--- src/rtl/alu_serial_ctrl_if.sv ---
// Handshake/bus bundle for alu_serial_ctrl.
//   start, abort : request / cancel from the requester
//   op, a, b     : operation code and operands, captured with start
//   busy         : high while bits are being sequenced
//   done         : one-cycle completion pulse
//   result       : assembled result, valid from done until next capture
interface alu_serial_ctrl_if #(
   parameter int unsigned WIDTH = 8
);
   logic             start;
   logic             abort;
   logic [2:0]       op;
   logic [WIDTH-1:0] a;
   logic [WIDTH-1:0] b;
   logic             busy;
   logic             done;
   logic [WIDTH-1:0] result;

   modport master (
      output start, abort, op, a, b,
      input  busy, done, result
   );

   modport slave (
      input  start, abort, op, a, b,
      output busy, done, result
   );
endinterface

--- src/rtl/alu_serial_ctrl.sv ---
// Sequences an external combinational 1-bit ALU slice across WIDTH operand
// bits, LSB first, one bit per clock, assembling the result MSB-in.
//   clk, reset          : clock, asynchronous active-high reset
//   bus (slave)         : start/abort/op/a/b in, busy/done/result out
//   alu_M/alu_S1/alu_S0 : operation select to the slice (0 outside SHIFT)
//   alu_A/alu_B         : current operand bits to the slice (0 outside SHIFT)
//   alu_F               : slice output, sampled each SHIFT cycle
module alu_serial_ctrl #(
   parameter int unsigned WIDTH = 8
) (
   input  logic          clk,
   input  logic          reset,
   alu_serial_ctrl_if.slave bus,
   output logic          alu_M,
   output logic          alu_S1,
   output logic          alu_S0,
   output logic          alu_A,
   output logic          alu_B,
   input  logic          alu_F
);
   localparam int unsigned CW = $clog2(WIDTH);
   localparam logic [CW-1:0] LAST = CW'(WIDTH - 1);

   typedef enum logic [1:0] {
      IDLE,
      SHIFT,
      DONE
   } state_t;

   state_t           state;
   logic [2:0]       op_reg;
   logic [WIDTH-1:0] a_reg;
   logic [WIDTH-1:0] b_reg;
   logic [WIDTH-1:0] res_reg;
   logic [CW-1:0]    cnt;
   logic             busy_q;
   logic             done_q;

   always_ff @(posedge clk or posedge reset) begin
      if (reset) begin
         state   <= IDLE;
         op_reg  <= '0;
         a_reg   <= '0;
         b_reg   <= '0;
         res_reg <= '0;
         cnt     <= '0;
         busy_q  <= 1'b0;
         done_q  <= 1'b0;
      end else begin
         case (state)
            IDLE, DONE: begin
               // start takes priority; abort is meaningless outside SHIFT
               if (bus.start) begin
                  op_reg <= bus.op;
                  a_reg  <= bus.a;
                  b_reg  <= bus.b;
                  cnt    <= '0;
                  busy_q <= 1'b1;
                  state  <= SHIFT;
               end else begin
                  busy_q <= 1'b0;
                  state  <= IDLE;
               end
               done_q <= 1'b0;
            end
            SHIFT: begin
               if (bus.abort) begin
                  // partial result is left in place and not flagged valid
                  busy_q <= 1'b0;
                  state  <= IDLE;
               end else begin
                  res_reg <= {alu_F, res_reg[WIDTH-1:1]};
                  a_reg   <= a_reg >> 1;
                  b_reg   <= b_reg >> 1;
                  cnt     <= cnt + CW'(1);
                  if (cnt == LAST) begin
                     busy_q <= 1'b0;
                     done_q <= 1'b1;
                     state  <= DONE;
                  end
               end
            end
            default: begin
               busy_q <= 1'b0;
               done_q <= 1'b0;
               state  <= IDLE;
            end
         endcase
      end
   end

   // slice drive comes only from registers, forced low outside SHIFT
   assign alu_M  = busy_q & op_reg[2];
   assign alu_S1 = busy_q & op_reg[1];
   assign alu_S0 = busy_q & op_reg[0];
   assign alu_A  = busy_q & a_reg[0];
   assign alu_B  = busy_q & b_reg[0];

   assign bus.busy   = busy_q;
   assign bus.done   = done_q;
   assign bus.result = res_reg;
endmodule

--- src/flat_wrapper.sv ---
// flat-port wrapper written by rule: the top's interface ports become plain ports
module alu_serial_ctrl_flat 
#(
   parameter int unsigned WIDTH = 8
)
  (clk, reset, alu_M, alu_S1, alu_S0, alu_A, alu_B, alu_F, bus_start, bus_abort, bus_op, bus_a, bus_b, bus_busy, bus_done, bus_result);
  alu_serial_ctrl_if #(.WIDTH(WIDTH)) bus_i ();
  input  logic clk;
  input  logic reset;
  output logic alu_M;
  output logic alu_S1;
  output logic alu_S0;
  output logic alu_A;
  output logic alu_B;
  input  logic alu_F;
  input wire logic [$bits(bus_i.start)-1:0] bus_start;
  input wire logic [$bits(bus_i.abort)-1:0] bus_abort;
  input wire logic [$bits(bus_i.op)-1:0] bus_op;
  input wire logic [$bits(bus_i.a)-1:0] bus_a;
  input wire logic [$bits(bus_i.b)-1:0] bus_b;
  output wire logic [$bits(bus_i.busy)-1:0] bus_busy;
  output wire logic [$bits(bus_i.done)-1:0] bus_done;
  output wire logic [$bits(bus_i.result)-1:0] bus_result;
  assign bus_i.start = bus_start;
  assign bus_i.abort = bus_abort;
  assign bus_i.op = bus_op;
  assign bus_i.a = bus_a;
  assign bus_i.b = bus_b;
  assign bus_busy = bus_i.busy;
  assign bus_done = bus_i.done;
  assign bus_result = bus_i.result;
  alu_serial_ctrl #(.WIDTH(WIDTH)) u_core (.clk(clk), .reset(reset), .bus(bus_i), .alu_M(alu_M), .alu_S1(alu_S1), .alu_S0(alu_S0), .alu_A(alu_A), .alu_B(alu_B), .alu_F(alu_F));
endmodule
--- config.mk ---
export PLATFORM = sky130hd
export DESIGN_NAME = alu_serial_ctrl_flat
export DESIGN_NICKNAME = d
export VERILOG_FILES = /design/src/rtl/alu_serial_ctrl_if.sv /design/src/rtl/alu_serial_ctrl.sv /design/src/flat_wrapper.sv
export SDC_FILE = /design/constraint.sdc
export NUM_CORES = 1
export LEC_CHECK = 0
export BUFFER_PORTS_ARGS = -buffer_cell sky130_fd_sc_hd__buf_2
export CAP_MARGIN = 25
export CORE_MARGIN = 2
export CORE_UTILIZATION = 55
export CTS_CLUSTER_DIAMETER = 120
export DETAILED_ROUTE_END_ITERATION = 10
export GPL_ROUTABILITY_DRIVEN = 0
export MAX_ROUTING_LAYER = met4
export PLACE_DENSITY = 0.84
export SYNTH_ARGS = -nofsm -noshare
export SYNTH_HDL_FRONTEND = slang
export SYNTH_SLANG_ARGS = --single-unit
export TNS_END_PERCENT = 1
--- constraint.sdc ---
create_clock -name clk -period 2.7 [get_ports clk]
set_input_delay 0.27 -clock clk [delete_from_list [all_inputs] [get_ports clk]]
set_output_delay 0.27 -clock clk [all_outputs]
set_load 0.02 [all_outputs]
==> results.cfg, run 1 <==
[route]
detail_route.first_pass.iterations = 4
wl_um = 3060
viasPerCell = 5.47
wire_per_inst_um = 13.7
routed-via-count = 1219
initialDrtViolationCount = 46
postRouteAntennaNets = 0
drcViolationCount = 0

[layout]
fillers = 227
area_delta_synth_final_pct = 17.1
nets = 217
antennaDiodeCount = 0
drive_above_1_share_pct = 32.8

[global_route]
grtUsageTotal_pct = 21.4
grt_pass1_vias = 1151
antenna_found_initial = 0
grt_pass1_wl_um = 5060
grt_max_degree = 31
overflow = 0

[sta]
tns_ps = 0
hold_viol = 0
fin_crit_sh_pct = 59.2
grt_setup_unrepaired = false
fmax_mhz = 625
tightest_slew_ps = 797
relSlewSlack_pct = 46.8
drv_slew = 0
fin_skew_ps = 11.4
timing.final.ws_setup_ps = 1100
period_minus_slack_ps = 1600
final-setup-viol-count = 0

[synthesis]
synth_simple_gate_area_share_pct = 25.7
yosysWarnings = 0
yosys-top-cells-area = dfrtp_1, nand2_1, o22ai_2
synth_cell_types = 20
synth.avg_cell_area_um2 = 9.98
netlist_top_cells_count = nand2_1, dfrtp_1, nor2_1, nor3_1, o22ai_2
synthAdderAreaFrac_pct = 1.65
syn_inst = 152
synth_most_common_cell = nand2_1
async_flop_share_pct = 100
ys_ff_latch = 34
ys_seq_area_share_pct = 56.1
synth-edff-count = 0
synth-xor-area-share_pct = 0
synth_compound_area_share_pct = 11.6
synth.net_count = 178
synthMuxAreaShare_pct = 0
synth_top_family_by_area = simple AND/OR/NAND/NOR gates
synth_area_leader_cell = dfrtp_1
synth_ff_type = dfrtp_1
synth.top_cell.area_share_pct = 56.1
synth.cell_area_um2 = 1520

[flow_run]
maxCapViolCount = 0

[critical_path]
start_kind = flop
worstPathCellList = nor3b_2, buf_4, nor3_1, nor2_1
crit_cells = 4
ff2ff_path_depth = 4
crit_family = simple AND/OR/NAND/NOR gates
arrival_ps = 1870
path_buf_inv = 1
slowest_stage = nor3b_2
reg2reg_slack_ps = 1100
slowest_delay_ps = 610
crit_start = u_core.state[1]$_DFFE_PP0P_
critPathRequiredTime_ps = 2970
cp-end-kind = flop
crit_type = reg -> reg
cp-endpoint = u_core.a_reg[0]$_DFFE_PP0P_
r2r_end = u_core.a_reg[0]$_DFFE_PP0P_
worstPathMaxFanout = 14
reg2reg_from = u_core.state[1]$_DFFE_PP0P_

[place]
numPortBuffers = 38
hpwl_um = 2080
dpl_worst_slack_ps = 1070

[worst_hold_path]
holdCritPathClass = in -> async

[cts]
cts_resized = 0
cts_root_buf = clkbuf_4
cts_hold_buf = 0
clock_sinks = 34
clkTransAtPathRegs_ps = 110
clock_latency_ps = 340
htreeDepth = 2
cts_buffers = 5
clk_path_buf_depth = 2
cts_tree = done
cts_setup_buffers = 0

[die]
start_util_pct = 56.5
die_area_um2 = 3190
rows = 19
dieWidth_um = 56.5
fp.dieH_um = 56.5
pin_count = 39
core_area_um2 = 2690

[power_and_ir_drop]
powerDensity_nw_per_um2 = 819
leakage_uw = 0.000911
vdd_drop_max_mv = 0.723

[status]
status = finished clean
## worst register-to-register path, delay by kind of cell, from the launching register on
kind	cells	cell delay [ps]
buffers and inverters	1	320
DFF	1	420
and+or+nand+nor	3	780
## how the worst min path moves through the flow
stage,depth (start not counted),end,slack (ps),startpoint
finish,2,u_core.a_reg[1]$_DFFE_PP0P_,60,reset
global route,3,u_core.b_reg[7]$_DFFE_PP0P_,110,bus_b[7]
CTS,2,u_core.a_reg[1]$_DFFE_PP0P_,80,reset
detailed placement,2,u_core.a_reg[3]$_DFFE_PP0P_,460,reset
global placement,2,u_core.a_reg[3]$_DFFE_PP0P_,450,reset
floorplan,2,u_core.bus.result[7]$_DFFE_PP0P_,380,alu_F
## logic make-up (layout without fill, tap and decap cells)
kind of cell / count (synthesis) / count (layout)
and+or+nand+nor: 86 / 86
adders and majority gates: 2 / 2
DFF: 34 / 34
AOI/OAI and AO/OA: 18 / 18
buffers and inverters: 12 / 52
## final cells by class
class	count	area, um2	area share (%)
Clock buffer	6	51.3	2.89
Clock inverter	2	12.5	0.705
Inverter	2	7.51	0.423
Multi-Input combinational cell	106	591	33.3
Sequential cell	34	851	47.9
Tap cell	31	38.8	2.18
Timing Repair Buffer	42	224	12.6
## placed cells by master, fill, tap and decap left out, drive strengths merged
cell type  count
nand3          5
nor3b          2
nor3          14
clkinv         1
clkinvlp       1
o21ai          3
a21oi          1
nor2b          1
nand2         41
inv            2
ha             2
nor2          14
and2           6
buf           42
nand2b         2
o22ai         14
clkbuf         6
dfrtp         34
or3b           1
## power breakdown
part	internal (uW)	switching (uW)
registers	647	95.6
clock network	125	174
logic	164	247
total	936	518
## stage by stage
step / hold slack [ps] / power [uW] / instance area, um2 / std cells / utilization (%)
floorplan: 375 / 1030 / 1520 / 152 / -
global placement: 448 / 1130 / 1700 / 214 / 63.3
CTS: 80.9 / 1460 / 1760 / 222 / 65.7
global route: 111 / 1540 / 1780 / 223 / 66.1
detailed placement: 461 / 1160 / 1700 / 214 / 63.3
finish: 56.7 / 1450 / 1780 / 223 / 66.1
## per-layer routing
| layer | GRT usage (%) | up-vias | routed length, um |
|---|---|---|---|
| met2 | 35.0 | 28 | 1590 |
| met1 | 25.2 | 599 | 1260 |
| met3 | 7.14 | 7 | 170 |
| met5 | - | - | 0 |
| li1 | - | 585 | - |
| met4 | 6.12 | 0 | 47 |
(Power assumes the default switching activity.)
==> inputs of run 2 (changes only) <==
CORE_UTILIZATION = 51   (was 55)
PLACE_DENSITY = 0.79   (was 0.84)
clock period = 1.5 ns   (was 2.7 ns; I/O delays follow)
==> results.cfg, run 2 (synthesized netlist as in run 1, its figures left out) <==
[critical_path]
worstPathMaxFanout = 30
path_buf_inv = 0
reg2reg_from = u_core.state[1]$_DFFE_PP0P_
arrival_ps = 1640
worstPathCellList = or3b_4, o22ai_1, nor2_1
ff2ff_path_depth = 3
cp-end-kind = flop
slowest_stage = or3b_4
crit_type = reg -> reg
r2r_end = u_core.a_reg[6]$_DFFE_PP0P_
reg2reg_slack_ps = 80
start_kind = flop
crit_family = simple AND/OR/NAND/NOR gates
slowest_delay_ps = 590
critPathRequiredTime_ps = 1730

[route]
highest_layer = met4
initialDrtViolationCount = 35
wl_met2_um = 1520
wl_met1_um = 1320
drcViolationCount = 0
wl_um = 3030
wire_per_inst_um = 13.5
dr_wl_met3_um = 155
routed-via-count = 1185
postRouteAntennaNets = 0
detail_route.first_pass.iterations = 4
viasPerCell = 5.27

[sta]
fin_crit_sh_pct = 94.4
fmax_mhz = 707
tns_ps = 0
final-setup-viol-count = 0
grt_setup_unrepaired = false
holdWs_ps = 7.75
relSlewSlack_pct = 71.6
tightest_slew_ps = 426
fin_skew_ps = 4.67
hold_viol = 0
drv_slew = 0
period_minus_slack_ps = 1420

[cts]
clkTransAtPathRegs_ps = 90
clock_latency_ps = 330
cts_root_buf = clkbuf_4
htreeDepth = 2
clk_path_buf_depth = 2
cts_buffers = 5
clock_sinks = 34
cts_tree = done

[layout]
final_common_cell = nand2_1
area_delta_synth_final_pct = 18.2
nets = 220
multi_input_area_um2 = 591
fillers = 237
final_cell_mix = nand2_1, buf_2, dfrtp_1
drive_above_1_share_pct = 31.4
sequential_cell_area_um2 = 851
antennaDiodeCount = 0

[worst_hold_path]
holdPathEnd = u_core.bus.result[7]$_DFFE_PP0P_
hold_depth = 3
holdCritPathClass = in -> reg
hold_start = alu_F

[die]
die_area_um2 = 3430
core_area_um2 = 2780
pin_count = 39
start_util_pct = 54.5
dieWidth_um = 58.5
fp.dieH_um = 58.5
rows = 19

[place]
numPortBuffers = 38
hpwl_um = 2010

[power_and_ir_drop]
leakage_uw = 0.000919
finalPower_uw = 2540
vdd_drop_max_mv = 1.06
powerDensity_nw_per_um2 = 1420

[flow_run]
maxCapViolCount = 0

[global_route]
grt_max_degree = 35
grtUsageTotal_pct = 20.5
grt_pass1_vias = 1146
grt_pass1_wl_um = 4980
antenna_found_initial = 0
overflow = 0

[status]
status = finished clean
## run 2: changes by cell type in the layout (fill, tap and decap cells not counted), sizes merged
cell	previous run	this run
buf	42	43
clkbuf	6	7
clkinv	1	0
clkinvlp	1	0
dlygate4sd3	0	2
## run 2: final cells by class
cell class / instances / share of cell area [%]
clock buffer: 7 / 2.51
timing repair buffer: 45 / 14.5
multi-input combinational: 106 / 32.9
tap: 31 / 2.16
sequential: 34 / 47.5
inverter: 2 / 0.419
## run 2: worst max path at each step
stage | from | endpoint | cells past startpoint
3_3_place_gp | u_core.state[1]$_DFFE_PP0P_ | u_core.a_reg[5]$_DFFE_PP0P_ | 3
3_5_place_dp | u_core.state[1]$_DFFE_PP0P_ | u_core.a_reg[6]$_DFFE_PP0P_ | 3
5_1_grt | u_core.state[1]$_DFFE_PP0P_ | u_core.a_reg[6]$_DFFE_PP0P_ | 3
6_report | u_core.state[1]$_DFFE_PP0P_ | u_core.a_reg[6]$_DFFE_PP0P_ | 3
4_1_cts | u_core.state[1]$_DFFE_PP0P_ | u_core.a_reg[6]$_DFFE_PP0P_ | 3
2_1_floorplan | u_core.state[1]$_DFFE_PP0P_ | u_core.a_reg[0]$_DFFE_PP0P_ | 4
## run 2: what timing repair did
item | in CTS | in global routing
buffers inserted | 0 | 0
hold buffers | 2 | 0
resized for setup | 0 | 0
endpoints found under the hold margin | 35 | 0
## run 2: layer usage
metal | GRT usage (%) | vias up
li1 | - | 587
met1 | 23.8 | 563
met2 | 33.5 | 29
met3 | 7.25 | 6
met4 | 5.98 | 0
met5 | - | -
## run 2: where the power goes
part	switching [uW]	internal, uW
clock	283	177
combinational	437	306
sequential	170	1160
## run 2: stage by stage
stage,area [um2],util [%],worst slack [ps],std cells
global route,1790,64.5,12.0,225
detailed placement,1730,62.1,114,216
finish,1790,64.5,84.7,225
CTS,1790,64.5,89.1,225
floorplan,1520,-,261,152
global placement,1730,62.1,157,216
## run 2: worst min-delay path, cell delays in order
cell and delay [ps]:
buf_2 70, nand2_1 40, nand2_1 50
==> inputs of run 3 (changes only) <==
CORE_UTILIZATION = 46   (was 51)
PLACE_DENSITY = 0.76   (was 0.79)
clock period = 1.28 ns   (was 1.5 ns; I/O delays follow)
==> results.cfg, run 3 (synthesized netlist as in run 1, its figures left out) <==
[status]
status = finished, violations left
violations = negative setup slack

[worst_hold_path]
holdCritPathClass = in -> reg

[sta]
hold_viol = 0
drv_slew = 0
tightest_slew_ps = 425
grt_setup_unrepaired = true
fmax_mhz = 779
timing.final.ws_setup_ps = -3.17
final-setup-viol-count = 2
fin_skew_ps = 4.66
fin_crit_sh_pct = 100
holdWs_ps = 0.792
period_minus_slack_ps = 1280
relSlewSlack_pct = 71.6

[layout]
final_common_cell = nand2_1
drive_above_1_share_pct = 38.9
antennaDiodeCount = 0
area_delta_synth_final_pct = 29.5
final_cell_mix = nand2_1, buf_2, dfrtp_1
instances_no_fill = 247
nets = 228

[critical_path]
worstPathCellList = or3b_4, o22ai_2, nor2_1
path_buf_inv = 0
worstPathMaxFanout = 8
arrival_ps = 1510
critPathRequiredTime_ps = 1500
slowest_stage = or3b_4
cp-end-kind = flop
crit_family = simple AND/OR/NAND/NOR gates
crit_type = reg -> reg
slowest_delay_ps = 500
start_kind = flop

[route]
wire_per_inst_um = 13.4
wl_um = 3300
initialDrtViolationCount = 58
routed-via-count = 1263
drcViolationCount = 0
postRouteAntennaNets = 0
detail_route.first_pass.iterations = 4
viasPerCell = 5.11

[place]
dpl.cell_count = 232
dpl_worst_slack_ps = -79.5
hpwl_um = 2170
numPortBuffers = 38

[global_route]
grtUsageTotal_pct = 19.4
antenna_found_initial = 0
grt_max_degree = 35
use_met1_pct = 23.4
grt-busiest-layer = met2
overflow = 0
met3_usage_pct = 5.04
grt_pass1_wl_um = 5200
grt_use_met2_pct = 31.9
grt_pass1_vias = 1233

[cts]
clkTransAtPathRegs_ps = 100
cts_root_buf = clkbuf_4
clk_path_buf_depth = 2
cts_tree = done
clock_latency_ps = 330
cts_buffers = 5
htreeDepth = 2
cts_setup_buffers = 0
clock_sinks = 34

[power_and_ir_drop]
leakage_uw = 0.000979
vdd_drop_max_mv = 0.948
finalPower_uw = 3250
powerDensity_nw_per_um2 = 1650

[die]
fp.dieH_um = 61.4
start_util_pct = 48.9
die_area_um2 = 3770
pin_count = 39
core_area_um2 = 3100
dieWidth_um = 61.4
rows = 20

[flow_run]
maxCapViolCount = 0
run 3: changes by cell type in the layout (fill, tap and decap cells not counted), sizes merged:
cell / change
buf: +3
clkbuf: +1
or3b: +2
dlygate4sd3: +3
run 3: area by class of cell:
| type | instances | area (um2) |
|---|---|---|
| Clock buffer | 8 | 78.8 |
| Fill cell | 271 | 1140 |
| Inverter | 2 | 7.51 |
| Multi-Input combinational cell | 108 | 661 |
| Sequential cell | 34 | 852 |
| Tap cell | 44 | 55.1 |
| Timing Repair Buffer | 51 | 310 |
run 3: final timing paths:
| kind | start | to | cells after the start | slack [ps] |
|---|---|---|---|---|
| max | u_core.state[1]$_DFFE_PP0P_ | u_core.a_reg[1]$_DFFE_PP0P_ | 3 | -3 |
| max reg2reg | u_core.state[1]$_DFFE_PP0P_ | u_core.a_reg[1]$_DFFE_PP0P_ | 3 | -3 |
| min in group asynchronous | reset | u_core.b_reg[3]$_DFFE_PP0P_ | 4 | 430 |
| max in group asynchronous | reset | u_core.bus.busy$_DFFE_PP0P_ | 4 | 530 |
| min reg2reg | u_core.op_reg[0]$_DFFE_PP0P_ | u_core.op_reg[0]$_DFFE_PP0P_ | 2 | 490 |
| min | bus_b[7] | u_core.b_reg[7]$_DFFE_PP0P_ | 3 | 0.8 |
run 3: tightest hold or removal path: stages:
cell and delay (ps):
buf_2 80, nand2_1 40, nand2_1 60
run 3: metrics by stage:
stage               util (%)  instance area, um2  setup TNS (ps)
finish                  63.3                1960           -4.63
global route            63.3                1960            -638
CTS                     61.3                1900           -15.9
detailed placement      56.5                1750            -893
global placement        56.5                1750            -319
floorplan                  -                1520               0
run 3: where the power goes:
part,total [uW],internal [uW],switching (uW)
Combinational,947,406,541
Clock,715,375,340
Sequential,1580,1370,217
run 3: timing repair:
action / 4_1_cts / 5_1_grt
cloned: 1 / 1
pin swaps: 1 / 2
hold buffers: 5 / 0
setup endpoints to repair: 21 / 20
hold endpoints to repair: 38 / 0
resized for setup: 2 / 13
run 3: per-layer routing:
| metal | share of wire (%) | vias up |
|---|---|---|
| li1 | - | 608 |
| met1 | 43 | 610 |
| met2 | 49 | 40 |
| met3 | 6.4 | 5 |
| met4 | 1.1 | 0 |
| met5 | 0 | - |
